`src/rtl/mem_arb_pkg.sv`:
```
// Shared types and sizing helpers for the two-master memory arbiter.
// Optional round-robin grant is selected by defining ARB_ROUND_ROBIN_EN.
package mem_arb_pkg;

  localparam int ADDR_W_DEF = 32;
  localparam int DATA_W_DEF = 64;

  typedef enum logic [1:0] {
    IDLE,
    ISSUE,
    WAIT,
    RESP
  } state_t;

  typedef enum logic {
    OWN_IF,
    OWN_LS
  } owner_t;

  // Wait counter only has to reach TIMEOUT-1.
  function automatic int cnt_width(input int timeout);
    return (timeout <= 2) ? 1 : $clog2(timeout);
  endfunction

endpackage

```
`src/rtl/mem_arb_grant.sv`:
```
// Grant selection between fetch and load/store masters.
// ARB_ROUND_ROBIN_EN defined: alternate on contention; otherwise ls has fixed priority.
module mem_arb_grant
  import mem_arb_pkg::*;
(
`ifdef ARB_ROUND_ROBIN_EN
  input  logic clock,
  input  logic reset,
  input  logic take,
`endif
  input  logic if_valid,
  input  logic ls_valid,
  output logic grant_if,
  output logic grant_ls
);

`ifdef ARB_ROUND_ROBIN_EN
  owner_t last_grant;

  // Remember who won the last accepted request so a contest goes to the other one.
  always_ff @(posedge clock) begin
    if (reset) begin
      last_grant <= OWN_IF;
    end else if (take) begin
      last_grant <= grant_ls ? OWN_LS : OWN_IF;
    end
  end

  always_comb begin
    grant_ls = ls_valid && (!if_valid || (last_grant == OWN_IF));
    grant_if = if_valid && !grant_ls;
  end
`else
  always_comb begin
    grant_ls = ls_valid;
    grant_if = if_valid && !ls_valid;
  end
`endif

endmodule

```
`src/rtl/mem_arbiter.sv`:
```
// Merges fetch and load/store masters onto one memory port, one transaction in flight.
// Grant policy: fixed ls priority by default, round-robin with ARB_ROUND_ROBIN_EN.
module mem_arbiter
  import mem_arb_pkg::*;
#(
  parameter int ADDR_W  = ADDR_W_DEF,
  parameter int DATA_W  = DATA_W_DEF,
  parameter int TIMEOUT = 16
) (
  input  logic                clock,
  input  logic                reset,
  input  logic                if_req_valid,
  output logic                if_req_ready,
  input  logic [ADDR_W-1:0]   if_req_addr,
  output logic                if_resp_valid,
  output logic [DATA_W-1:0]   if_resp_data,
  input  logic                ls_req_valid,
  output logic                ls_req_ready,
  input  logic [ADDR_W-1:0]   ls_req_addr,
  input  logic                ls_req_wen,
  input  logic [DATA_W-1:0]   ls_req_wdata,
  input  logic [DATA_W/8-1:0] ls_req_wmask,
  output logic                ls_resp_valid,
  output logic [DATA_W-1:0]   ls_resp_data,
  output logic                mem_ren,
  output logic [ADDR_W-1:0]   mem_addr,
  input  logic [DATA_W-1:0]   mem_rdata,
  input  logic                mem_rvalid,
  input  logic                mem_hit,
  output logic                mem_wen,
  output logic [DATA_W-1:0]   mem_wdata,
  output logic [DATA_W/8-1:0] mem_wmask,
  output logic                err_timeout
);

  localparam int MASK_W = DATA_W / 8;
  localparam int CNT_W  = cnt_width(TIMEOUT);
  localparam logic [CNT_W-1:0] CNT_MAX = CNT_W'(TIMEOUT - 1);

  state_t            state_q, state_d;
  owner_t            owner_q;
  logic [ADDR_W-1:0] addr_q;
  logic              wen_q;
  logic [DATA_W-1:0] wdata_q;
  logic [MASK_W-1:0] wmask_q;
  logic [CNT_W-1:0]  cnt_q;
  logic [DATA_W-1:0] if_data_q;
  logic [DATA_W-1:0] ls_data_q;
  logic              err_q;
  logic              grant_if, grant_ls;
  logic              accept, rd_hit, rd_retry, rd_expire;

  mem_arb_grant u_grant (
`ifdef ARB_ROUND_ROBIN_EN
    .clock    (clock),
    .reset    (reset),
    .take     (accept),
`endif
    .if_valid (if_req_valid),
    .ls_valid (ls_req_valid),
    .grant_if (grant_if),
    .grant_ls (grant_ls)
  );

  assign accept    = !reset && (state_q == IDLE) && (grant_if || grant_ls);
  assign rd_hit    = mem_rvalid && mem_hit;
  assign rd_retry  = mem_rvalid && !mem_hit;
  assign rd_expire = !mem_rvalid && (cnt_q == CNT_MAX);

  always_ff @(posedge clock) begin
    if (reset) begin
      state_q <= IDLE;
    end else begin
      state_q <= state_d;
    end
  end

  always_comb begin
    state_d = state_q;
    case (state_q)
      IDLE:  if (accept) state_d = ISSUE;
      ISSUE: state_d = wen_q ? RESP : WAIT;
      WAIT: begin
        if (rd_hit)         state_d = RESP;
        else if (rd_retry)  state_d = ISSUE;
        else if (rd_expire) state_d = RESP;
      end
      RESP:    state_d = IDLE;
      default: state_d = IDLE;
    endcase
  end

  // The wait counter is cleared only on accept, so a miss-retry keeps the elapsed time.
  always_ff @(posedge clock) begin
    if (reset) begin
      owner_q   <= OWN_IF;
      addr_q    <= '0;
      wen_q     <= 1'b0;
      wdata_q   <= '0;
      wmask_q   <= '0;
      cnt_q     <= '0;
      if_data_q <= '0;
      ls_data_q <= '0;
      err_q     <= 1'b0;
    end else begin
      case (state_q)
        IDLE: begin
          if (accept) begin
            owner_q <= grant_ls ? OWN_LS : OWN_IF;
            addr_q  <= grant_ls ? ls_req_addr : if_req_addr;
            wen_q   <= grant_ls && ls_req_wen;
            wdata_q <= grant_ls ? ls_req_wdata : '0;
            wmask_q <= grant_ls ? ls_req_wmask : '0;
            cnt_q   <= '0;
          end
        end
        ISSUE: begin
          if (wen_q) ls_data_q <= '0;
        end
        WAIT: begin
          if (rd_hit) begin
            if (owner_q == OWN_LS) ls_data_q <= mem_rdata;
            else                   if_data_q <= mem_rdata;
          end else if (rd_retry) begin
            cnt_q <= cnt_q;
          end else if (rd_expire) begin
            err_q <= 1'b1;
            if (owner_q == OWN_LS) ls_data_q <= '0;
            else                   if_data_q <= '0;
          end else begin
            cnt_q <= cnt_q + CNT_W'(1);
          end
        end
        default: begin
        end
      endcase
    end
  end

  assign if_req_ready  = !reset && (state_q == IDLE) && grant_if;
  assign ls_req_ready  = !reset && (state_q == IDLE) && grant_ls;
  assign if_resp_valid = (state_q == RESP) && (owner_q == OWN_IF);
  assign ls_resp_valid = (state_q == RESP) && (owner_q == OWN_LS);
  assign if_resp_data  = if_data_q;
  assign ls_resp_data  = ls_data_q;

  // Memory-side fields are forced to zero outside their strobe cycle.
  assign mem_ren     = (state_q == ISSUE) && !wen_q;
  assign mem_wen     = (state_q == ISSUE) && wen_q;
  assign mem_addr    = (state_q == ISSUE) ? addr_q : '0;
  assign mem_wdata   = mem_wen ? wdata_q : '0;
  assign mem_wmask   = mem_wen ? wmask_q : '0;
  assign err_timeout = err_q;

endmodule
```
`config.mk`:
```
export PLATFORM = sky130hd
export DESIGN_NAME = mem_arbiter
export DESIGN_NICKNAME = d
export VERILOG_FILES = /design/src/rtl/mem_arb_pkg.sv /design/src/rtl/mem_arb_grant.sv /design/src/rtl/mem_arbiter.sv
export SDC_FILE = /design/constraint.sdc
export NUM_CORES = 1
export LEC_CHECK = 0
export CORE_AREA = 5 5 168 170
export CTS_CLUSTER_DIAMETER = 150
export CTS_CLUSTER_SIZE = 20
export DETAILED_ROUTE_END_ITERATION = 8
export DIE_AREA = 0 0 173 175
export DONT_BUFFER_PORTS = 1
export GPL_ROUTABILITY_DRIVEN = 0
export PLACE_DENSITY = 0.61
export SYNTH_ARGS = -nofsm -noshare
export SYNTH_HDL_FRONTEND = slang
export SYNTH_SLANG_ARGS = --single-unit
```
`constraint.sdc`:
```
create_clock -name clock -period 4.6 [get_ports clock]
set_input_delay 0.69 -clock clock [delete_from_list [all_inputs] [get_ports clock]]
set_output_delay 0.69 -clock clock [all_outputs]
set_load 0.02 [all_outputs]
```
# After elaboration in Yosys (flattened, before gate mapping)
# Index checks and enable logic that the tools add are counted.
[totals]
input_bits = 207
elab_cells = 90
ff_bits = 241
[op_classes]
n_reduce_logical = 29
addsub = 1
n_eq_ne = 17
n_bitwise = 3
mux = 30
[op_table]
columns = ["cell", "n"]
rows = [
  ["$mux 64", 13],
  ["$pmux 64 s2", 1],
  ["$mux 32", 2],
  ["$mux 4", 4],
  ["$mux 8", 2],
  ["$ne 2x2->1 const B", 7],
  ["$logic_and 1x1->1", 13],
  ["$ne 3x3->1 const B", 4],
  ["$reduce_and 5->1", 2],
  ["$mux 2", 4],
  ["$ne 4x4->1 const B", 2],
  ["$pmux 2 s4", 1],
  ["$pmux 4 s2", 1],
  ["$reduce_and 6->1", 1],
  ["$reduce_bool 2->1", 3],
  ["$logic_not 1->1", 5],
  ["$add 4x1->4 const B", 1],
  ["$eq 2x2->1 const B", 2],
  ["$eq 4x4->1 const B", 1],
  ["$reduce_and 2->1", 2],
  ["$reduce_and 4->1", 1],
  ["$not 1->1", 3],
  ["$eq 2x1->1 const B", 1],
  ["$logic_not 2->1", 1],
  ["other kinds (2)", 3],
]

# Depth between registers and ports, before layout
[depth]
depth_word = 6
depth_mapped = 6
ltp_nobuf = 4

# Hierarchy
# A second synthesis with hierarchy kept.
[hier_totals]
hier_cells = 950
area_unflattened_um2 = 9466.6
[by_module_without_submodules]
columns = ["module", "cells_per_inst", "n_inst", "area_per_inst_um2"]
rows = [
  ["mem_arbiter", 948, 1, 9445.3],
  ["mem_arb_grant", 2, 1, 21.3],
]

# Worst setup path before layout
# OpenSTA, ideal clock, no wires.
[synth_timing]
path_type = "input -> output"
startpoint = "input port reset"
endpoint = "output port if_req_ready"
arrival_time_ns = 1.930
n_path_buf = 2
slack_ns = 1.980
cell_stages = 4
path_cell_list = "or3_1 buf_2 clkbuf_1 nor3b_1"
[synth_via]
elab_chain_cells = 3
[synth_rtl]
columns = ["element", "line", "text"]
rows = [
  ["from (decl)", "mem_arbiter.sv:11", "input logic reset,"],
  ["$logic_not 1->1", "mem_arbiter.sv:140", "assign if_req_ready = !reset && (state_q == IDLE) && grant_if;"],
  ["$logic_and 1x1->1 (2 in a row)", "mem_arbiter.sv:140", ""],
  ["to (decl)", "mem_arbiter.sv:13", "output logic if_req_ready,"],
]
# Every way passes these cells.

# Worst setup path after layout
[layout_timing]
startpoint = "register state_q[0]"
endpoint = "output port if_req_ready"
[layout_via]
elab_chain_cells = 3
[layout_rtl]
columns = ["element", "line", "text"]
rows = [
  ["from (decl)", "mem_arbiter.sv:40", "state_t state_q, state_d;"],
  ["from (signal assigned)", "mem_arbiter.sv:74", "state_q <= state_d;"],
  ["$logic_not 2->1", "mem_arbiter.sv:140", ""],
  ["$logic_and 1x1->1 (2 in a row)", "mem_arbiter.sv:140", ""],
]
# Every way passes these cells.

==> impl_metrics.py <==
metrics = {
    "outcome": {
        "status": "finished, final reports clean",
    },
    "floorplanning": {
        "dieArea_um2": 30300,
        "coreArea_um2": 26600,
        "rows": 60,
        "die_w_um": 173,
        "start_util_pct": 39.2,
        "io_pins": 446,
        "die_h_um": 175,
    },
    "pwr": {
        "p_clk_share_pct": 33.8,
        "p_sw_mw": 1.13,
        "p_leak_nw": 4.05,
        "seqPwrFrac_pct": 54.6,
        "power_density_nw_per_um2": 382,
        "internal-power_mw": 3.04,
        "switching_share_pct": 27.0,
        "combPwrFrac_pct": 11.6,
        "ir_worst_vdd_mv": 0.260,
    },
    "drt": {
        "vias_per_cell": 5.63,
        "drtPass1Iterations": 4,
        "via_count": 7936,
        "drc": 0,
        "drt-wirelength-per-cell_um": 21.8,
        "routed_wl_mm": 30.7,
        "drt_iter0_markers": 545,
        "ant_nets": 0,
    },
    "clock_network": {
        "h-tree-depth": 1,
        "cts-buffers-inserted": 16,
        "insertion_delay_ps": 500,
        "post-cts-setup-buffers": 0,
        "cts.clk_slew.worst_paths_ps": 90,
        "clock_path_buffers": 3,
        "cts.sinks": 241,
        "clockRootBuffer": "clkbuf_16",
        "cts_tree": "yes",
        "cts-resized-gates": 0,
        "hold_buffers": 0,
    },
    "worst_setup_path": {
        "arrival_ps": 2530,
        "crit_path_end_kind": "output pin",
        "critPathMaxFanout": 76,
        "max_stage_delay_ps": 720,
        "crit_type": "register to output pin",
        "cp-start-kind": "register",
        "crit_chain": "or3_2, buf_4, nor3b_1",
        "crit_path_top_delay_cell": "nor3b_1",
        "worstPathRequired_ps": 3910,
    },
    "worst_hold_path": {
        "hold_path_class": "input port to register",
    },
    "finish": {
        "antennaDiodeCount": 0,
        "drive_above_1_share_pct": 3.84,
        "nNetsFinal": 1276,
        "synthToLayoutAreaGrowth_pct": 4.51,
        "layout.cells.non_filler": 1410,
        "n_fill_cell": 2696,
        "finalInstanceArea_um2": 10900,
        "fin_util_pct": 41.0,
    },
    "job": {
        "max-cap-violations": 0,
    },
    "synth": {
        "synth_largest_area_cell": "dfxtp_1",
        "synth_area_per_cell_um2": 9.08,
        "synth_area_leaders": "dfxtp_1 46%, mux2i_1 9.3%, and2_1 6.2%, o2bb2ai_1 5.4%, a21oi_1 5.2%",
        "synth.distinct_cells": 40,
        "synth_most_common_cell": "dfxtp_1",
        "synth_top_area_share_pct": 46.3,
        "synthTopCellsByCount": "241 x dfxtp_1, 143 x nand2_1, 108 x a21oi_1, 104 x and2_1, 97 x mux2i_1",
        "syn_area_um2": 10400,
        "syn_nets": 1356,
        "synth-edff-count": 0,
        "ys_seq_area_share_pct": 46.3,
        "synth-seq-cells": 241,
        "synth_flop_cell": "dfxtp_1",
        "ys_warn_count": 0,
        "syn_inst": 1148,
        "async_reset_ff_share_pct": 0,
    },
    "global_route": {
        "grt_pass1_wl_mm": 46.7,
        "grt_max_degree": 249,
        "met3_usage_pct": 7.25,
        "gr-max-usage-layer": "met2",
        "grt_pass1_vias": 7663,
        "use_met1_pct": 23.7,
        "use_met2_pct": 30.2,
        "antenna_found_initial": 0,
        "overflow": 0,
        "grt.total_usage_pct": 18.7,
    },
    "place": {
        "dp.cells": 1391,
        "io_buffer_count": 0,
        "hpwl_mm": 20.4,
        "place_area_um2": 10400,
    },
    "sta": {
        "rsz0062_at_grt": "false",
        "setup_viol": 0,
        "tightest_slew_ps": 806,
        "fin_skew_ps": 26.1,
        "fin_crit_ps": 3220,
        "tns_ps": 0,
        "hold_viol": 0,
        "max_freq_ghz": 0.311,
        "fin_crit_sh_pct": 69.9,
        "relSlewSlack_pct": 46.3,
        "slew_violations": 0,
    },
}
-- stage by stage --
stage	total power, mW	hold slack, ps	worst slack, ps
2_1_floorplan	2.73	449	1980
3_3_place_gp	2.80	450	1740
3_5_place_dp	2.81	457	1690
4_1_cts	4.22	238	1330
5_1_grt	4.35	237	1210
6_report	4.16	269	1380
-- path summary, 6_finish.rpt --
check        slack (ps)  cells after the start                to   startpoint
min reg2reg         470                      2       wdata_q[61]  wdata_q[61]
max reg2reg        2070                      5  if_resp_data[48]     cnt_q[0]
min                 270                      1        addr_q[19]        reset
max                1380                      3      if_req_ready   state_q[0]
-- critical path, delay by kind of cell (launching register included) --
kind | cells | cell delay (ps)
buf+inv | 1 | 330
flops | 1 | 440
simple gates | 2 | 1230
-- power groups by stage --
stage / sequential [mW] / combinational [mW] / clock, mW
floorplan: 2.29 / 0.442 / 0
global placement: 2.32 / 0.484 / 0
detailed placement: 2.32 / 0.490 / 0
CTS: 2.27 / 0.490 / 1.46
global route: 2.29 / 0.536 / 1.53
finish: 2.27 / 0.483 / 1.41
-- cell families after synthesis --
| kind of cell | share of synthesized area [%] |
|---|---|
| adder cells (fa/ha/maj) | 0.120 |
| flip-flops | 46.3 |
| buffers and inverters | 5.22 |
| AO/OA/AOI/OAI | 17.1 |
| multiplexers | 9.31 |
| AND/OR/NAND/NOR | 22.0 |
-- metal layers --
metal  vias up  routed length [um]
li1       3786                   -
met1      3790               12600
met2       323               14300
met3        37                3180
met4         0                 637
met5         -                   0
-- sequential cells by signal, indices dropped and copies added (netlist names) --
name	flops
wen_q	1
wmask_q	8
owner_q	1
ls_resp_data	64
cnt_q	4
addr_q	32
err_timeout	1
wdata_q	64
if_resp_data	64
state_q	2
-- cells in the final DEF, fill, tap and decap left out, types with 3 or more instances in the layout --
cell,instances
dfxtp_1,241
nand2_1,143
a21oi_1,107
and2_1,104
mux2i_1,97
o21ai_0,75
nand2b_1,69
nand3b_1,66
o2bb2ai_1,64
a211oi_1,32
clkbuf_16,17
buf_4,12
nor2b_1,4
nor2_1,4
nor3b_1,3
-- area by class of cell --
type                       count  area [um2]  share of cell area, %
inverter                       3        11.3                  0.103
timing repair buffer          12        90.1                  0.827
clock buffer                  18         429                   3.94
sequential                   241        4820                   44.3
multi-input combinational    794        5090                   46.7
clock inverter                 1        20.0                  0.184
tap                          341         427                   3.92
Power figures use the tool's default switching activity.
